===== src/rtl/prefetcher_pkg.sv =====
// Shared constants and helpers for the instruction prefetcher and its byte queue.
package prefetcher_pkg;

  localparam int TX_CMD_BITS = 4;
  localparam logic [TX_CMD_BITS-1:0] TX_HEADER_READ_16 = 4'h2;

  localparam int ADDR_BITS = 16;
  localparam int CNT_BITS  = 3;

  function automatic logic [ADDR_BITS-1:0] addr_plus2(input logic [ADDR_BITS-1:0] a);
    return a + ADDR_BITS'(2);
  endfunction

endpackage


===== src/rtl/prefetch_queue.sv =====
// Byte FIFO for fetched instruction bytes: 2-byte push, 0..2-byte pop, pop applied before push.
module prefetch_queue
  import prefetcher_pkg::*;
#(
  parameter int REG_BITS = 8,
  parameter int DEPTH    = 4
) (
  input  logic                  clk,
  input  logic                  reset,
  input  logic                  flush,
  input  logic                  push,
  input  logic [2*REG_BITS-1:0] push_data,
  input  logic [1:0]            pop,
  output logic [2*REG_BITS-1:0] head,
  output logic [CNT_BITS-1:0]   count
);

  logic [REG_BITS-1:0] mem_q [DEPTH];
  logic [REG_BITS-1:0] mem_d [DEPTH];
  logic [REG_BITS-1:0] ext   [DEPTH+2];
  logic [CNT_BITS-1:0] count_q, count_d;
  logic [CNT_BITS-1:0] kept;

  // Two zero pad slots let the shift-down read past the end without range checks.
  always_comb begin
    for (int i = 0; i < DEPTH; i++) ext[i] = mem_q[i];
    ext[DEPTH]   = '0;
    ext[DEPTH+1] = '0;
  end

  always_comb begin
    kept    = count_q - CNT_BITS'(pop);
    count_d = flush ? '0 : kept + (push ? CNT_BITS'(2) : '0);
    for (int i = 0; i < DEPTH; i++) begin
      mem_d[i] = mem_q[i];
      if (CNT_BITS'(i) < kept) begin
        case (pop)
          2'd0:    mem_d[i] = ext[i];
          2'd1:    mem_d[i] = ext[i+1];
          default: mem_d[i] = ext[i+2];
        endcase
      end else if (push && CNT_BITS'(i) == kept) begin
        mem_d[i] = push_data[REG_BITS-1:0];
      end else if (push && CNT_BITS'(i) == kept + CNT_BITS'(1)) begin
        mem_d[i] = push_data[2*REG_BITS-1:REG_BITS];
      end
    end
  end

  always_ff @(posedge clk) begin
    if (reset) count_q <= '0;
    else       count_q <= count_d;
  end

  always_ff @(posedge clk) begin
    for (int i = 0; i < DEPTH; i++) mem_q[i] <= mem_d[i];
  end

  assign head  = {mem_q[1], mem_q[0]};
  assign count = count_q;

endmodule


===== src/rtl/prefetcher.sv =====
// Instruction prefetch unit: owns the PC, fills a small byte queue over the shared TX/RX
// channel, serves imm16 loads and serialises the PC to/from the scheduler.
module prefetcher
  import prefetcher_pkg::*;
#(
  parameter int REG_BITS    = 8,
  parameter int NSHIFT      = 2,
  parameter int QUEUE_BYTES = 4
) (
  input  logic                   clk,
  input  logic                   reset,
  output logic [2*REG_BITS-1:0]  q_data,
  output logic [CNT_BITS-1:0]    q_count,
  input  logic [1:0]             consume,
  input  logic                   load_imm16,
  output logic                   imm16_loaded,
  input  logic                   next_imm_data,
  output logic [NSHIFT-1:0]      imm_data,
  input  logic                   block_prefetch,
  input  logic                   write_pc_now,
  input  logic                   ext_pc_next,
  output logic                   prefetch_idle,
  output logic [NSHIFT-1:0]      pc_data,
  input  logic [NSHIFT-1:0]      pc_data_new,
  input  logic                   reserve_tx,
  output logic                   tx_command_valid,
  output logic [TX_CMD_BITS-1:0] tx_command,
  input  logic                   tx_command_started,
  input  logic                   tx_data_next,
  output logic [NSHIFT-1:0]      tx_data,
  input  logic                   rx_data_valid,
  input  logic                   rx_done,
  input  logic [NSHIFT-1:0]      rx_pins
);

  localparam int WORD   = ADDR_BITS;
  localparam int PHASES = WORD / NSHIFT;
  localparam int PH_W   = $clog2(PHASES);

  logic [WORD-1:0] pc_q, pc_d, fetch_q, fetch_d;
  logic [WORD-1:0] tx_shift_q, tx_shift_d, rx_shift_q, rx_shift_d, imm_q, imm_d;
  logic [PH_W-1:0] phase_q, phase_d;
  logic            pc_write_q, pc_write_d, outstanding_q, outstanding_d;
  logic            jump_q, jump_d, cmd_pending_q, cmd_pending_d, imm_loaded_q, imm_loaded_d;

  logic            imm_take, rx_accept, pc_wrap, cmd_accept, room_ok, req_ok;
  logic [1:0]      pop;
  logic [3:0]      committed;
  logic [WORD-1:0] rx_word;
  logic [NSHIFT-1:0] pc_top;

  prefetch_queue #(
    .REG_BITS (REG_BITS),
    .DEPTH    (QUEUE_BYTES)
  ) u_queue (
    .clk       (clk),
    .reset     (reset),
    .flush     (write_pc_now),
    .push      (rx_accept),
    .push_data (rx_word),
    .pop       (pop),
    .head      (q_data),
    .count     (q_count)
  );

  assign imm_take   = load_imm16 && !imm_loaded_q && (q_count >= CNT_BITS'(2));
  assign pop        = imm_take ? 2'd2 : consume;
  assign rx_word    = rx_data_valid ? {rx_pins, rx_shift_q[WORD-1:NSHIFT]} : rx_shift_q;
  assign rx_accept  = rx_done && outstanding_q;
  assign cmd_accept = tx_command_started && cmd_pending_q;
  assign pc_top     = (pc_write_q || write_pc_now) ? pc_data_new : pc_q[NSHIFT-1:0];
  assign pc_wrap    = ext_pc_next && (phase_q == PH_W'(PHASES-1));
  // Bytes already in the queue plus those an in-flight read will still deliver.
  assign committed  = {1'b0, q_count} + (outstanding_q ? 4'd2 : 4'd0);
  assign room_ok    = (committed + 4'd2) <= 4'(QUEUE_BYTES);
  assign req_ok     = room_ok && !outstanding_q && !pc_write_q && !load_imm16;

  always_comb begin
    cmd_pending_d = cmd_pending_q;
    if (cmd_accept)                                        cmd_pending_d = 1'b0;
    else if (block_prefetch || reserve_tx || write_pc_now) cmd_pending_d = 1'b0;
    else if (!cmd_pending_q && req_ok)                     cmd_pending_d = 1'b1;

    outstanding_d = outstanding_q;
    if (write_pc_now || cmd_accept) outstanding_d = 1'b1;
    else if (rx_accept)             outstanding_d = 1'b0;

    jump_d = jump_q;
    if (write_pc_now)   jump_d = 1'b1;
    else if (rx_accept) jump_d = 1'b0;

    tx_shift_d = tx_shift_q;
    if (cmd_accept)        tx_shift_d = fetch_q;
    else if (tx_data_next) tx_shift_d = tx_shift_q >> NSHIFT;

    rx_shift_d = rx_word;

    imm_d = imm_q;
    if (imm_take)           imm_d = q_data;
    else if (next_imm_data) imm_d = imm_q >> NSHIFT;
    imm_loaded_d = imm_take;

    pc_d = pc_q;
    if (ext_pc_next)   pc_d = {pc_top, pc_q[WORD-1:NSHIFT]};
    else if (imm_take) pc_d = addr_plus2(pc_q);
    else               pc_d = pc_q + WORD'(consume);
    phase_d = ext_pc_next ? phase_q + PH_W'(1) : phase_q;

    pc_write_d = pc_write_q;
    if (write_pc_now) pc_write_d = 1'b1;
    else if (pc_wrap) pc_write_d = 1'b0;

    // A jump reply covers the new PC itself; the next fetch address comes from the write.
    fetch_d = fetch_q;
    if (pc_wrap && pc_write_q)      fetch_d = addr_plus2(pc_d);
    else if (rx_accept && !jump_q)  fetch_d = addr_plus2(fetch_q);
  end

  always_ff @(posedge clk) begin
    if (reset) begin
      pc_q          <= '0;
      fetch_q       <= '0;
      tx_shift_q    <= '0;
      rx_shift_q    <= '0;
      imm_q         <= '0;
      phase_q       <= '0;
      pc_write_q    <= 1'b0;
      outstanding_q <= 1'b0;
      jump_q        <= 1'b0;
      cmd_pending_q <= 1'b0;
      imm_loaded_q  <= 1'b0;
    end else begin
      pc_q          <= pc_d;
      fetch_q       <= fetch_d;
      tx_shift_q    <= tx_shift_d;
      rx_shift_q    <= rx_shift_d;
      imm_q         <= imm_d;
      phase_q       <= phase_d;
      pc_write_q    <= pc_write_d;
      outstanding_q <= outstanding_d;
      jump_q        <= jump_d;
      cmd_pending_q <= cmd_pending_d;
      imm_loaded_q  <= imm_loaded_d;
    end
  end

  assign tx_command_valid = cmd_pending_q;
  assign tx_command       = TX_HEADER_READ_16;
  assign tx_data          = tx_shift_q[NSHIFT-1:0];
  assign imm_data         = imm_q[NSHIFT-1:0];
  assign imm16_loaded     = imm_loaded_q;
  assign pc_data          = pc_q[NSHIFT-1:0];
  assign prefetch_idle    = !cmd_pending_q && !outstanding_q;

  a_consume_legal: assert property (@(posedge clk) disable iff (reset)
    ({1'b0, consume} <= q_count));

endmodule


===== config.mk =====
export PLATFORM = sky130hd
export DESIGN_NAME = prefetcher
export DESIGN_NICKNAME = d
export VERILOG_FILES = /design/src/rtl/prefetcher_pkg.sv /design/src/rtl/prefetch_queue.sv /design/src/rtl/prefetcher.sv
export SDC_FILE = /design/constraint.sdc
export NUM_CORES = 1
export LEC_CHECK = 0
export CAP_MARGIN = 20
export CORE_ASPECT_RATIO = 0.8
export CORE_UTILIZATION = 53
export DETAILED_ROUTE_END_ITERATION = 8
export MAX_ROUTING_LAYER = met4
export PLACE_DENSITY = 0.76
export SKIP_LAST_GASP = 1
export SLEW_MARGIN = 5
export SYNTH_ARGS = -nofsm -noshare
export SYNTH_HDL_FRONTEND = slang
export SYNTH_SLANG_ARGS = --single-unit

===== constraint.sdc =====
create_clock -name clk -period 2.8 [get_ports clk]
set_input_delay 0.28 -clock clk [delete_from_list [all_inputs] [get_ports clk]]
set_output_delay 0.28 -clock clk [all_outputs]
set_load 0.05 [all_outputs]

==> Yosys cells after proc, flatten, opt, wreduce, memory -nomap -nowiden <==
Memories as Yosys holds them, arrays and structs flattened.
Cells that the tools add are included.
{ "word_totals": {"ff_bits": 91, "mem_bits_rw": 32, "in_bits": 18, "output_inout_bits": 32, "word_cells": 112, "n_memories": 1} }
{ "mem_list": {"columns": ["memory", "depth", "width", "read_ports", "rd_clocked_by_memory_dff", "write_ports", "line_no", "text"], "rows": [
  ["u_queue.mem_q", 4, 8, 4, 0, 4, "prefetch_queue.sv:18", "logic [REG_BITS-1:0] mem_q [DEPTH];"]
]} }
{ "op_classes": {"addsub": 10, "order_cmp": 6, "eq_ne": 8, "n_mux": 34, "n_reduce_logical": 41} }
{ "op_table": {"columns": ["operator", "count"], "rows": [
  ["$mux W16", 9],
  ["$mux W8", 13],
  ["$add A16 B2 Y16 const B", 3],
  ["$pmux W8 S2", 3],
  ["$logic_and A1 B1 Y1", 20],
  ["$add A16 B2 Y16", 1],
  ["$eq A2 B3 Y1 const A", 4],
  ["$reduce_bool A2 Y1", 6],
  ["$mux W2", 4],
  ["$add A3 B1 Y3 const B", 2],
  ["$eq A1 B3 Y1 const A", 2],
  ["$logic_not A1 Y1", 6],
  ["$logic_not A3 Y1", 2],
  ["$lt A1 B3 Y1 const A", 2],
  ["$lt A2 B3 Y1 const A", 2],
  ["$mux W1", 5],
  ["$add A3 B2 Y4", 1],
  ["$add A4 B2 Y4 const B", 1],
  ["$le A4 B3 Y1 const B", 1],
  ["$logic_or A1 B1 Y1", 4],
  ["$add A3 B3 Y3", 1],
  ["$eq A3 B3 Y1 const B", 1],
  ["$ge A3 B2 Y1 const B", 1],
  ["$reduce_or A3 Y1", 1],
  ["other kinds (4)", 4]
]} }

==> Longest topological paths before layout <==
{ "depth": {"depth_word": 11, "ltp_mapped": 13, "ltp_nobuf": 11} }

==> Modules after synthesis <==
A second synthesis with hierarchy kept.
{ "unflattened": {"cells_unflattened": 727, "area_unflattened_um2": 7008.0} }
{ "by_module_without_submodules": {"columns": ["module", "instances", "cells_per_inst", "area_per_inst_um2", "seq_area_each_um2"], "rows": [
  ["prefetcher", 1, 538, 4755.8, 1761.7],
  ["prefetch_queue", 1, 189, 2252.2, 1021.0]
]} }

==> Least setup slack after synthesis <==
Ideal clock, no wire load.
{ "synth_timing": {"path_kind": "register -> register", "from": "register, netlist name u_queue.count[2]", "to": "memory u_queue.mem_q[1][0], enable pin", "setup_time_ps": 375, "arrival_time_ps": 2989, "required_ps": 2425, "setup_slack_ps": -564, "path_stages_with_launch": 12, "path_buffers": 4, "period_less_slack_ps": 3364, "path_cell_list": "dfxtp_1 nor2_2 or2_1 buf_2 nand2b_1 fa_1 clkbuf_1 nand2_1 buf_2 buf_1 nor2_1 a21oi_1"} }
{ "synth_lines": {"columns": ["item", "line_no"], "rows": [
  ["end, declared", "prefetch_queue.sv:18"]
]} }

==> results.py <==
metrics = {
    "drt": {
        "avgRoutedWirePerCell_um": 16.7,
        "vias": 5576,
        "drtPass1Iterations": 5,
        "drt_iter0_drc": 619,
        "viasPerCell": 5.77,
        "ant_nets": 0,
        "drc_errors": 0,
        "drt-total-wl_mm": 16.2,
    },
    "clock_network": {
        "clock-root-buffer": "clkbuf_16",
        "cts_tree": "yes",
        "htreeDepth": 4,
        "numCtsBuffers": 17,
        "cts_sinks": 123,
        "cts_setup_buffers": 0,
        "max-clock-path-buffers": 2,
        "cts_hold_buf": 0,
        "clkTransAtPathRegs_ns": 0.05,
        "clk_latency_ns": 0.41,
        "ctsResizeCount": 0,
    },
    "sta": {
        "fmax_mhz": 385,
        "setup_viol": 0,
        "rsz0062_at_grt": "no",
        "final-hold-violation-count": 0,
        "slew_headroom_pct": 32.1,
        "tightest_slew_ns": 1.02,
        "period_share_pct": 92.8,
        "drv_slew": 0,
        "min_period_ns": 2.60,
        "fin_tns_setup_ns": 0,
        "hold_slack_ns": 0.437,
        "skew_ns": 0.00417,
    },
    "worst_setup_path": {
        "cp_max_fo": 7,
        "critPathKind": "register to register",
        "cp_cell_sequence": "nand2b_4 -> nor2_4 -> nor2_1 -> ha_1 -> fa_2 -> nand2_1 -> or3_1 -> buf_4 -> nand2_1 -> a21oi_1 -> a31oi_1",
        "cp-end-kind": "register",
        "cp-start-kind": "register",
        "cp_top_family": "simple AND/OR/NAND/NOR gates",
        "required_ns": 3.02,
        "cp.arrival_ns": 2.82,
        "crit_path_top_delay_cell": "fa_2",
        "cpPeakStageDelay_ns": 0.60,
        "crit_top_cell": "nand2_1",
        "r2r-start": "imm16_loaded",
        "crit_path_start": "imm16_loaded",
        "critPathBufInv": 1,
    },
    "synthesis": {
        "synth_commonest_cells": "nor2_1 (99), nand2_1 (96), dfxtp_1 (91), mux2i_1 (51), a211oi_1 (49)",
        "synth_area_leaders": "dfxtp_1 (27%), edfxtp_1 (14%), mux2i_1 (7.6%)",
        "yosysSeqAreaShare_pct": 41.4,
        "syn_avg_cell_area_um2": 8.89,
        "yosys.area.top_type": "dfxtp_1",
        "yosysTopAreaCellShare_pct": 27.1,
        "synthDistinctLibCells": 56,
        "ys.flop_type": "dfxtp_1",
        "syn_area_um2": 6720,
        "syn_inst": 755,
        "synth_seq_cells": 123,
        "async_flop_share_pct": 0,
        "yosys_warnings": 0,
        "yosysMostFrequentCell": "nor2_1",
        "synth-edff-count": 32,
    },
    "floorplan": {
        "dieArea_um2": 13100,
        "start_util_pct": 54.8,
        "die_w_um": 128,
        "ios": 50,
        "fp.dieH_um": 103,
        "rows": 36,
        "core_um2": 12300,
    },
    "power": {
        "pwr-share-comb_pct": 25.2,
        "p_leak_nw": 3.14,
        "total_power_mw": 6.18,
        "power.switching_mw": 1.99,
        "power_density_nw_per_um2": 774,
        "pwr-share-seq_pct": 38.1,
        "ir_worst_vdd_v": 0.000437,
        "sw_frac_of_total_pct": 32.2,
        "power_frac_clock_pct": 36.7,
        "p_int_mw": 4.19,
    },
    "cells_and_area": {
        "fin_nets": 813,
        "antenna-diode-count": 0,
        "area_delta_synth_final_pct": 18.9,
        "finish.utilization_pct": 65.2,
        "finalNonFillerCells": 967,
        "drive_gt1_share_pct": 14.3,
    },
    "worst_hold_path": {
        "worstHoldPathType": "input port to register",
        "min_from": "reset",
    },
    "grt": {
        "grt_max_degree": 37,
        "grt_pass1_wl_mm": 26.6,
        "grt_usage_pct": 26.7,
        "grt_overflow_total": 0,
        "antenna_found_initial": 0,
        "grt_pass1_vias": 5201,
    },
    "run_status": {
        "run_status": "complete, no violations",
    },
    "place": {
        "port_buffers": 45,
        "gp_congestion": 0.902,
        "hpwlAfterDp_mm": 11.4,
        "dp_cells": 935,
    },
    "flow_run": {
        "maxCapViolCount": 0,
    },
}
[power by group through the flow]
stage / Clock (mW) / Sequential, mW / Combinational [mW]
3_3_place_gp: 0 / 2.37 / 1.50
5_1_grt: 2.37 / 2.38 / 1.66
6_report: 2.27 / 2.36 / 1.56
2_1_floorplan: 0 / 2.32 / 1.21
4_1_cts: 2.28 / 2.35 / 1.55
3_5_place_dp: 0 / 2.38 / 1.54
[final cells by class]
type	instances	area (um^2)
fillers	986	4270
multi-input cells	541	3520
flip-flops and latches	123	2800
repair buffers	84	776
clock buffers	22	517
well taps	171	214
clock inverters	10	109
inverters	16	60.1
[sequential cells by signal, summed over array words and instances (netlist names)]
name,count
rx_shift_q,16
u_queue.count,3
tx_command_valid,1
pc_q,16
tx_shift_q,16
phase_q,3
imm16_loaded,1
jump_q,1
imm_q,16
outstanding_q,1
fetch_q,16
u_queue.mem_q,32
pc_write_q,1
[cells by family after synthesis]
family,share of synthesized area [%]
AO/OA/AOI/OAI,15.1
multiplexers,10.3
AND/OR/NAND/NOR,18.3
flip-flops,41.4
adder cells (fa/ha/maj),2.46
buffers and inverters,7.10
XOR/XNOR,5.22
other,0.112
[metal layers]
metal | vias to the layer above | global-route usage [%] | share of wire, %
li1 | 2708 | - | -
met2 | 249 | 39.8 | 43
met4 | 0 | 7.69 | 1.6
met1 | 2592 | 36.9 | 48
met3 | 27 | 5.40 | 7.5
met5 | - | - | 0
[worst paths after layout]
path,to,slack (ns),cells after the start
max,u_queue.mem_q[1][5],0.20,11
max reg2reg,u_queue.mem_q[1][5],0.20,11
min reg2reg,fetch_q[0],0.47,2
min,pc_q[7],0.44,2
[worst reg2reg max path, stage by stage (launching register included)]
cell      delay [ns]
dfxtp_4         0.34
nand2b_4        0.15
nor2_4          0.11
nor2_1          0.05
ha_1            0.19
fa_2            0.60
nand2_1         0.08
or3_1           0.37
buf_4           0.19
nand2_1         0.07
a21oi_1         0.06
a31oi_1         0.21
[layout by cell type (no fill, tap or decap), drive strengths merged, types with 22 or more instances in the layout]
| master | count |
|---|---|
| mux2i | 51 |
| dfxtp | 91 |
| buf | 40 |
| a211oi | 55 |
| nand2 | 96 |
| nor2 | 101 |
| clkbuf | 22 |
| a21oi | 40 |
| clkdlybuf4s50 | 44 |
| xnor2 | 23 |
| edfxtp | 32 |
| nand3 | 28 |
[stage by stage]
step | area (um^2) | setup slack, ns
after detailed placement | 7360 | -0.172
after CTS | 7990 | 0.232
after global placement | 7360 | -0.0523
after global routing | 7990 | 0.0629
after floorplan | 6800 | 0.0225
final | 7990 | 0.202
(Power assumes the default switching activity.)
